**src/rtl/bsg_fifo_replay_pkg.sv**
```systemverilog
// Shared helpers for the store-and-forward replay FIFO: depth and wrap-aware pointer arithmetic.
package bsg_fifo_replay_pkg;

    function automatic int unsigned depth_f(input int unsigned lg_size);
        return 32'd1 << lg_size;
    endfunction

    // Modular difference a - b over ptr_bits bits (pointers carry one extra wrap bit).
    function automatic int unsigned ptr_diff(input int unsigned a,
                                             input int unsigned b,
                                             input int unsigned ptr_bits);
        return (a - b) & ((32'd1 << ptr_bits) - 32'd1);
    endfunction

endpackage

```
**src/rtl/bsg_mem_1r1w.sv**
```systemverilog
// Simple-dual-port storage: synchronous write, asynchronous read, no reset on the array.
module bsg_mem_1r1w #(
    parameter int unsigned width_p  = 8,
    parameter int unsigned lg_els_p = 2
) (
    input  logic                clk_i,
    input  logic                w_v_i,
    input  logic [lg_els_p-1:0] w_addr_i,
    input  logic [width_p-1:0]  w_data_i,
    input  logic [lg_els_p-1:0] r_addr_i,
    output logic [width_p-1:0]  r_data_o
);

    localparam int unsigned els_lp = 32'd1 << lg_els_p;

    logic [width_p-1:0] mem_r [els_lp];

    always_ff @(posedge clk_i) begin
        if (w_v_i) mem_r[w_addr_i] <= w_data_i;
    end

    assign r_data_o = mem_r[r_addr_i];

endmodule

```
**src/rtl/bsg_fifo_1r1w_store_and_forward_replay.sv**
```systemverilog
// Transactional 1R1W FIFO: writes are invisible until committed (or dropped),
// reads stay resident until committed (or rewound and replayed).
module bsg_fifo_1r1w_store_and_forward_replay
    import bsg_fifo_replay_pkg::*;
#(
    parameter int unsigned width_p            = 8,
    parameter int unsigned lg_size_p          = 2,
    parameter int unsigned ready_THEN_valid_p = 0
) (
    input  logic                 clk_i,
    input  logic                 reset_n_i,
    input  logic                 enq_commit_i,
    input  logic                 enq_drop_i,
    input  logic [width_p-1:0]   data_i,
    input  logic                 v_i,
    output logic                 ready_o,
    output logic [width_p-1:0]   data_o,
    output logic                 v_o,
    input  logic                 yumi_i,
    input  logic                 deq_commit_i,
    input  logic                 deq_rewind_i,
    output logic [lg_size_p:0]   occupancy_o
);

    localparam int unsigned ptr_w_lp = lg_size_p + 1;
    localparam int unsigned depth_lp = depth_f(lg_size_p);

    logic [ptr_w_lp-1:0] w_r, wc_r, r_r, rc_r;
    logic [ptr_w_lp-1:0] w_next, r_next;
    logic                enq_fire;
    int unsigned         occ;

    assign occ         = ptr_diff(32'(w_r), 32'(rc_r), ptr_w_lp);
    assign occupancy_o = ptr_w_lp'(occ);
    assign ready_o     = (occ != depth_lp);
    assign v_o         = (r_r != wc_r);
    assign enq_fire    = v_i & ready_o;
    assign w_next      = w_r + ptr_w_lp'(enq_fire);
    assign r_next      = r_r + ptr_w_lp'(yumi_i);

    // Pointer state; drop and rewind win over their respective commits.
    always_ff @(posedge clk_i or negedge reset_n_i) begin
        if (!reset_n_i) begin
            w_r  <= '0;
            wc_r <= '0;
            r_r  <= '0;
            rc_r <= '0;
        end else begin
            if (enq_drop_i) begin
                w_r <= wc_r;
            end else begin
                w_r <= w_next;
                if (enq_commit_i) wc_r <= w_next;
            end
            if (deq_rewind_i) begin
                r_r <= rc_r;
            end else begin
                r_r <= r_next;
                if (deq_commit_i) rc_r <= r_next;
            end
        end
    end

    bsg_mem_1r1w #(
        .width_p (width_p),
        .lg_els_p(lg_size_p)
    ) mem (
        .clk_i   (clk_i),
        .w_v_i   (enq_fire),
        .w_addr_i(w_r[lg_size_p-1:0]),
        .w_data_i(data_i),
        .r_addr_i(r_r[lg_size_p-1:0]),
        .r_data_o(data_o)
    );

    a_enq_ctl: assert property (@(posedge clk_i) disable iff (!reset_n_i)
        !(enq_commit_i && enq_drop_i));
    a_deq_ctl: assert property (@(posedge clk_i) disable iff (!reset_n_i)
        !(deq_commit_i && deq_rewind_i));
    a_yumi: assert property (@(posedge clk_i) disable iff (!reset_n_i)
        !yumi_i || v_o);
    a_rtv: assert property (@(posedge clk_i) disable iff (!reset_n_i)
        (ready_THEN_valid_p == 0) || !v_i || ready_o);
    // rc <= r <= wc <= w in circular order, never more than depth outstanding.
    a_order: assert property (@(posedge clk_i) disable iff (!reset_n_i)
        (ptr_diff(32'(r_r), 32'(rc_r), ptr_w_lp) <= ptr_diff(32'(wc_r), 32'(rc_r), ptr_w_lp)) &&
        (ptr_diff(32'(wc_r), 32'(rc_r), ptr_w_lp) <= occ) &&
        (occ <= depth_lp));

endmodule

```
**config.mk**
```make
export PLATFORM = sky130hd
export DESIGN_NAME = bsg_fifo_1r1w_store_and_forward_replay
export DESIGN_NICKNAME = d
export VERILOG_FILES = /design/src/rtl/bsg_fifo_replay_pkg.sv /design/src/rtl/bsg_mem_1r1w.sv /design/src/rtl/bsg_fifo_1r1w_store_and_forward_replay.sv
export SDC_FILE = /design/constraint.sdc
export NUM_CORES = 1
export LEC_CHECK = 0
export ABC_CLOCK_PERIOD_IN_PS = 3900
export CORE_MARGIN = 5
export CORE_UTILIZATION = 40
export CTS_CLUSTER_DIAMETER = 40
export DETAILED_ROUTE_END_ITERATION = 6
export PLACE_DENSITY_LB_ADDON = 0.08
export REMOVE_ABC_BUFFERS = 1
export SLEW_MARGIN = 20
export SYNTH_ARGS = -nofsm -noshare
export SYNTH_HDL_FRONTEND = slang
export SYNTH_HIERARCHICAL = 1
export SYNTH_SLANG_ARGS = --single-unit
```
**constraint.sdc**
```tcl
create_clock -name clk_i -period 3.9 [get_ports clk_i]
set_input_delay 1.17 -clock clk_i [delete_from_list [all_inputs] [get_ports clk_i]]
set_output_delay 1.17 -clock clk_i [all_outputs]
set_load 0.005 [all_outputs]
```
After elaboration in Yosys (flattened, before gate mapping)

Memory sizes are Yosys's and may differ from the RTL's.
Cells that the tools add are included.

Logic and storage cells: 19
Register bits: 12
Memories kept: 1
Input port bits: 16
Bits in writable memories: 32

Memory list:

| name      | words | bits a word | read ports | clocked after memory_dff | wr ports | line               | source |
|---|---|---|---|---|---|---|---|
| mem.mem_r | 4     | 8           | 1          | 0                        | 1        | bsg_mem_1r1w.sv:16 | `logic [width_p-1:0] mem_r [els_lp];` |

Bitwise operators: 3
Eq/ne operators: 2
$add $sub $neg: 3
Multiplexer cells: 4
Reductions and logical operators: 2

Operators with widths:

| cell                 | number |
|---|---|
| $add A3 B1 Y3        | 2 |
| $mux W3              | 2 |
| $reduce_and A2 Y1    | 2 |
| $ne A3 B3 Y1         | 1 |
| $ne A3 B3 Y1 const B | 1 |
| $sub A3 B3 Y3        | 1 |
| $mux W1              | 2 |
| $not A1 Y1           | 2 |
| $and A1 B1 Y1        | 1 |

Longest topological paths before layout

Depth after elaboration: 5
Gate-level depth with buffers: 9
Gate-level depth less buffers: 9

Modules after synthesis

Netlist, hierarchy kept.

By module, submodules not included:

| module                                 | cells each | sequential area each (um2) | area an instance (um2) | times used |
|---|---|---|---|---|
| bsg_mem_1r1w                           | 46         | 960.9                      | 1188.6                 | 1 |
| bsg_fifo_1r1w_store_and_forward_replay | 46         | 300.3                      | 634.4                  | 1 |

Least setup slack after synthesis

Ideal clock, no wire load.

Path kind: register to register
From: register w_r[0]
To: memory mem.mem_r[0][0] (enable)
Slack: 1.282 ns
Arrival: 2.232 ns
Path buffers: 0
Cell stages (with the launch flop): 7
Library setup time: 0.385 ns
Clock period less this slack: 2.618 ns
Cells stage by stage: dfrtp_1 > inv_1 > ha_1 > fa_1 > xor3_2 > a31oi_1 > nor3b_1

Cells in the longest elaborated chain, start to end: 5

RTL lines:

| what                          | line                                         | source |
|---|---|---|
| start: declaration            | bsg_fifo_1r1w_store_and_forward_replay.sv:28 | `logic [ptr_w_lp-1:0] w_r, wc_r, r_r, rc_r;` |
| start signal: assignment      | bsg_fifo_1r1w_store_and_forward_replay.sv:50 | `w_r <= wc_r;` |
| start signal: assignment      | bsg_fifo_1r1w_store_and_forward_replay.sv:52 | `w_r <= w_next;` |
| $sub A3 B3 Y3                 | bsg_fifo_replay_pkg.sv:12                    | `return (a - b) & ((32'd1 << ptr_bits) - 32'd1);` |
| net occupancy_o[2]            | bsg_fifo_1r1w_store_and_forward_replay.sv:22 | `output logic [lg_size_p:0] occupancy_o` |
| $ne A3 B3 Y1                  | bsg_fifo_1r1w_store_and_forward_replay.sv:35 | `assign ready_o = (occ != depth_lp);` |
| $and A1 B1 Y1                 | bsg_fifo_1r1w_store_and_forward_replay.sv:37 | `assign enq_fire = v_i & ready_o;` |
| net enq_fire                  | bsg_fifo_1r1w_store_and_forward_replay.sv:30 | `logic enq_fire;` |
| $mux W1                       | bsg_mem_1r1w.sv:19                           | `if (w_v_i) mem_r[w_addr_i] <= w_data_i;` |
| $mux W1 (not written as such) | bsg_mem_1r1w.sv:19                           |  |
| end: declaration              | bsg_mem_1r1w.sv:16                           |  |

The timed path passes the listed nets, and every way through them passes these cells.

Worst setup path in the final report

From: register w_r[0]
To: output ready_o

Cells in the longest elaborated chain, start to end: 2

RTL lines:

| what             | line                                         | source |
|---|---|---|
| $sub A3 B3 Y3    | bsg_fifo_replay_pkg.sv:12                    |  |
| $ne A3 B3 Y1     | bsg_fifo_1r1w_store_and_forward_replay.sv:35 |  |
| end: declaration | bsg_fifo_1r1w_store_and_forward_replay.sv:16 | `output logic ready_o,` |

Every way passes these cells.

==> results.md <==
- Outcome: finished, final reports clean
- Multi-input gate area in the final layout: 527 um^2
- HP Class: register to register
- Initial Util: 41.6%
- Mapped Area: 1820 um^2
- Clock power frac: between 10% and 20%
- FF+latch area: 1260 um^2
- Width of the die: 77.5 um
- Crit path time final: 3.36 ns
- Hold Vio Cnt, Final: 0
- Via count: 901
- EDFF count, synth: 32
- Die height: 77.5 um
- First-pass GRT wire length: 4760 um
- Critical Path AT: 2.19 ns
- Vias in the first global route: 997
- Layout Nets: 148
- Final wirelength: 2930 um
- Critical Path RT: 2.73 ns
- Largest net degree at the start of global routing: 14
- Global-route usage over all layers: 10.4%
- Final setup TNS: 0 ns
- CTS Sinks: 44
- Row cnt: 24
- DR vias/cell: 5.03
- Leakage: around 0.84 nW
- Worst-skew pair later-pin latency: 0.29 ns
- Placed Area: 2160 um^2
- Antenna cells: 0
- Sw frac: 28.9%
- Initial antenna violation count: 0
- Crit Path Max Fanout: 6
- Flop pwr share: 43.5%
- Synth cell count leaders: edfxtp_1 (32), dfrtp_1 (12), mux2_2 (12), mux4_2 (8)
- FMAX: slightly below 300 MHz
- Maxcap violations: 0
- Critical Path End Type: primary output
- Fill cell count: 374
- Share of cells above drive strength 1: 23.6%
- I/O Pins: 29
- Fraction of registers with async set/reset: 27.3%
- Setup CP Type: register to primary output
- Setup WS post-layout: about 0.54 ns
- Hold-fix buffers at CTS: 0
- Main synth FF type: edfxtp_1
- CTS tree: built
- Clk_skew: ~0.0040 ns
- Avg Inst Size Synth: 19.8 um^2
- Total gr overflow: 0
- CP Launch Type: register
- Logic pwr share: roughly 40%
- Pre-CTS WS: 0.850 ns
- # DRC: 0
- Area growth, synth to finish: 23.5%
- Post-DP HPWL: 2060 um
- H-Tree Depth: 2
- Worst-path clk slew: 0.08 ns
- RSZ-0062 raised after global routing: false
- Die area: ~6000 um^2
- Pin slew with the least headroom to its limit: 0.615 ns
- Yosys cell types: 18
- Core Footprint: 4380 um^2
- Routability cong.: 0.723
- Fin crit share: 86.1%
- Clock Tree Buf Depth: 2
- Post-synth top area cell: edfxtp_1
- Synth top area share: 52.7%
- Non-Filler Instances: 179
- Final Cell Area: 2250 um^2
- Drt first pass iters: 4
- Post-Synthesis Cells: a little over 90
- PortBufs: 28
- Switch Pwr: 0.000522 W
- # resized after CTS: 0
- Cells after DPL: 171
- Initial DRC count: 28
- Buffer count from post-CTS setup fixing: 0
- Yosys reg bits: 44
- # setup viols final: 0
- Synth Warn #: 6
- CTS Buf Count: 5
- Final Max Slew Viols: 0
- Synth area leaders: edfxtp_1 (53%), dfrtp_1 (16%), mux4_2 (9.9%)
- Root Driver: clkbuf_8
- P_int: around 0.0013 W
- Sequential fraction of the synthesis area: 69.2%
- Pwr per Cell Area: between 800 and 900 nW/um^2
- Peak VDD IR: ~0.46 mV
- Worst slew margin: 59.0%
- Avg WL per Cell: between 15 and 20 um
- Most numerous cell in the Yosys netlist: edfxtp_1
- Remaining antenna violation count: 0
through the flow:
stage          total power, W  hold slack, ns  util (%)
2_1_floorplan         0.00117           0.498         -
3_3_place_gp          0.00153           0.534      49.3
3_5_place_dp          0.00154           0.518      49.3
4_1_cts               0.00183           0.551      51.4
5_1_grt               0.00193           0.573      51.4
6_report              0.00180           0.559      51.4
state kept, by name (all words and copies together) (netlist names):
signal and cells:
rc_r 3, w_r 3, wc_r 3, r_r 3, mem/mem_r 32
cell usage in the layout (no fill, tap or decap), types with 3 or more instances in the layout:
cell             instances
edfxtp_1                32
clkdlybuf4s50_1         28
mux2_2                  12
dfrtp_1                 12
mux4_2                   8
clkbuf_8                 6
inv_1                    5
ha_1                     5
xnor2_1                  3
logic make-up (layout without fill, tap and decap cells):
| family | count (synthesis) | in the layout | synth area share (%) |
|---|---|---|---|
| xor+xnor | 6 | 6 | 3.78 |
| flops | 44 | 44 | 69.2 |
| buf+inv | 7 | 42 | 1.92 |
| fa+ha+maj | 6 | 6 | 4.53 |
| mux | 20 | 20 | 17.3 |
| compound gates | 1 | 1 | 0.343 |
| simple gates | 8 | 8 | 2.95 |
layout make-up:
cell class | instances | area share, %
sequential | 44 | 56.0
clock buffer | 6 | 3.67
timing repair buffer | 29 | 12.8
tap | 52 | 2.89
inverter | 5 | 0.833
clock inverter | 2 | 0.444
multi-input combinational | 41 | 23.4
critical path, cell delays in order (launching register included):
cell             delay (ns)
dfrtp_1                0.41
inv_1                  0.06
ha_1                   0.20
fa_1                   0.37
xor3_2                 0.25
nand3_1                0.10
clkdlybuf4s50_1        0.50
metal layers:
metal	up-vias	track usage [%]	wire, um
met5	-	0	0
met4	0	5.15	66
met3	8	3.01	134
met2	24	17.8	1480
met1	445	11.8	1250
li1	424	-	-
power by group through the flow:
stage	Combinational [W]	Sequential (W)	Clock (W)
2_1_floorplan	0.000415	0.000755	0
3_3_place_gp	0.000742	0.000792	0
3_5_place_dp	0.000743	0.000799	0
4_1_cts	0.000751	0.000788	0.000295
5_1_grt	0.000805	0.000807	0.000316
6_report	0.000734	0.000785	0.000285
worst paths after layout:
kind                                     start                   endpoint  slack (ns)  cells after the start
max                           w_r[0]$_DFF_PN0_                    ready_o        0.54                      6
min                        rc_r[2]$_DFFE_PN0P_        rc_r[2]$_DFFE_PN0P_        0.56                      1
max reg2reg                   w_r[0]$_DFF_PN0_  mem/mem_r[2][2]$_DFFE_PP_        1.41                      6
min reg2reg                rc_r[2]$_DFFE_PN0P_        rc_r[2]$_DFFE_PN0P_        0.56                      1
max in group asynchronous            reset_n_i        rc_r[2]$_DFFE_PN0P_        2.31                      1
min in group asynchronous            reset_n_i        rc_r[1]$_DFFE_PN0P_        1.23                      1
Note: power is estimated with default switching activity, not from simulation.
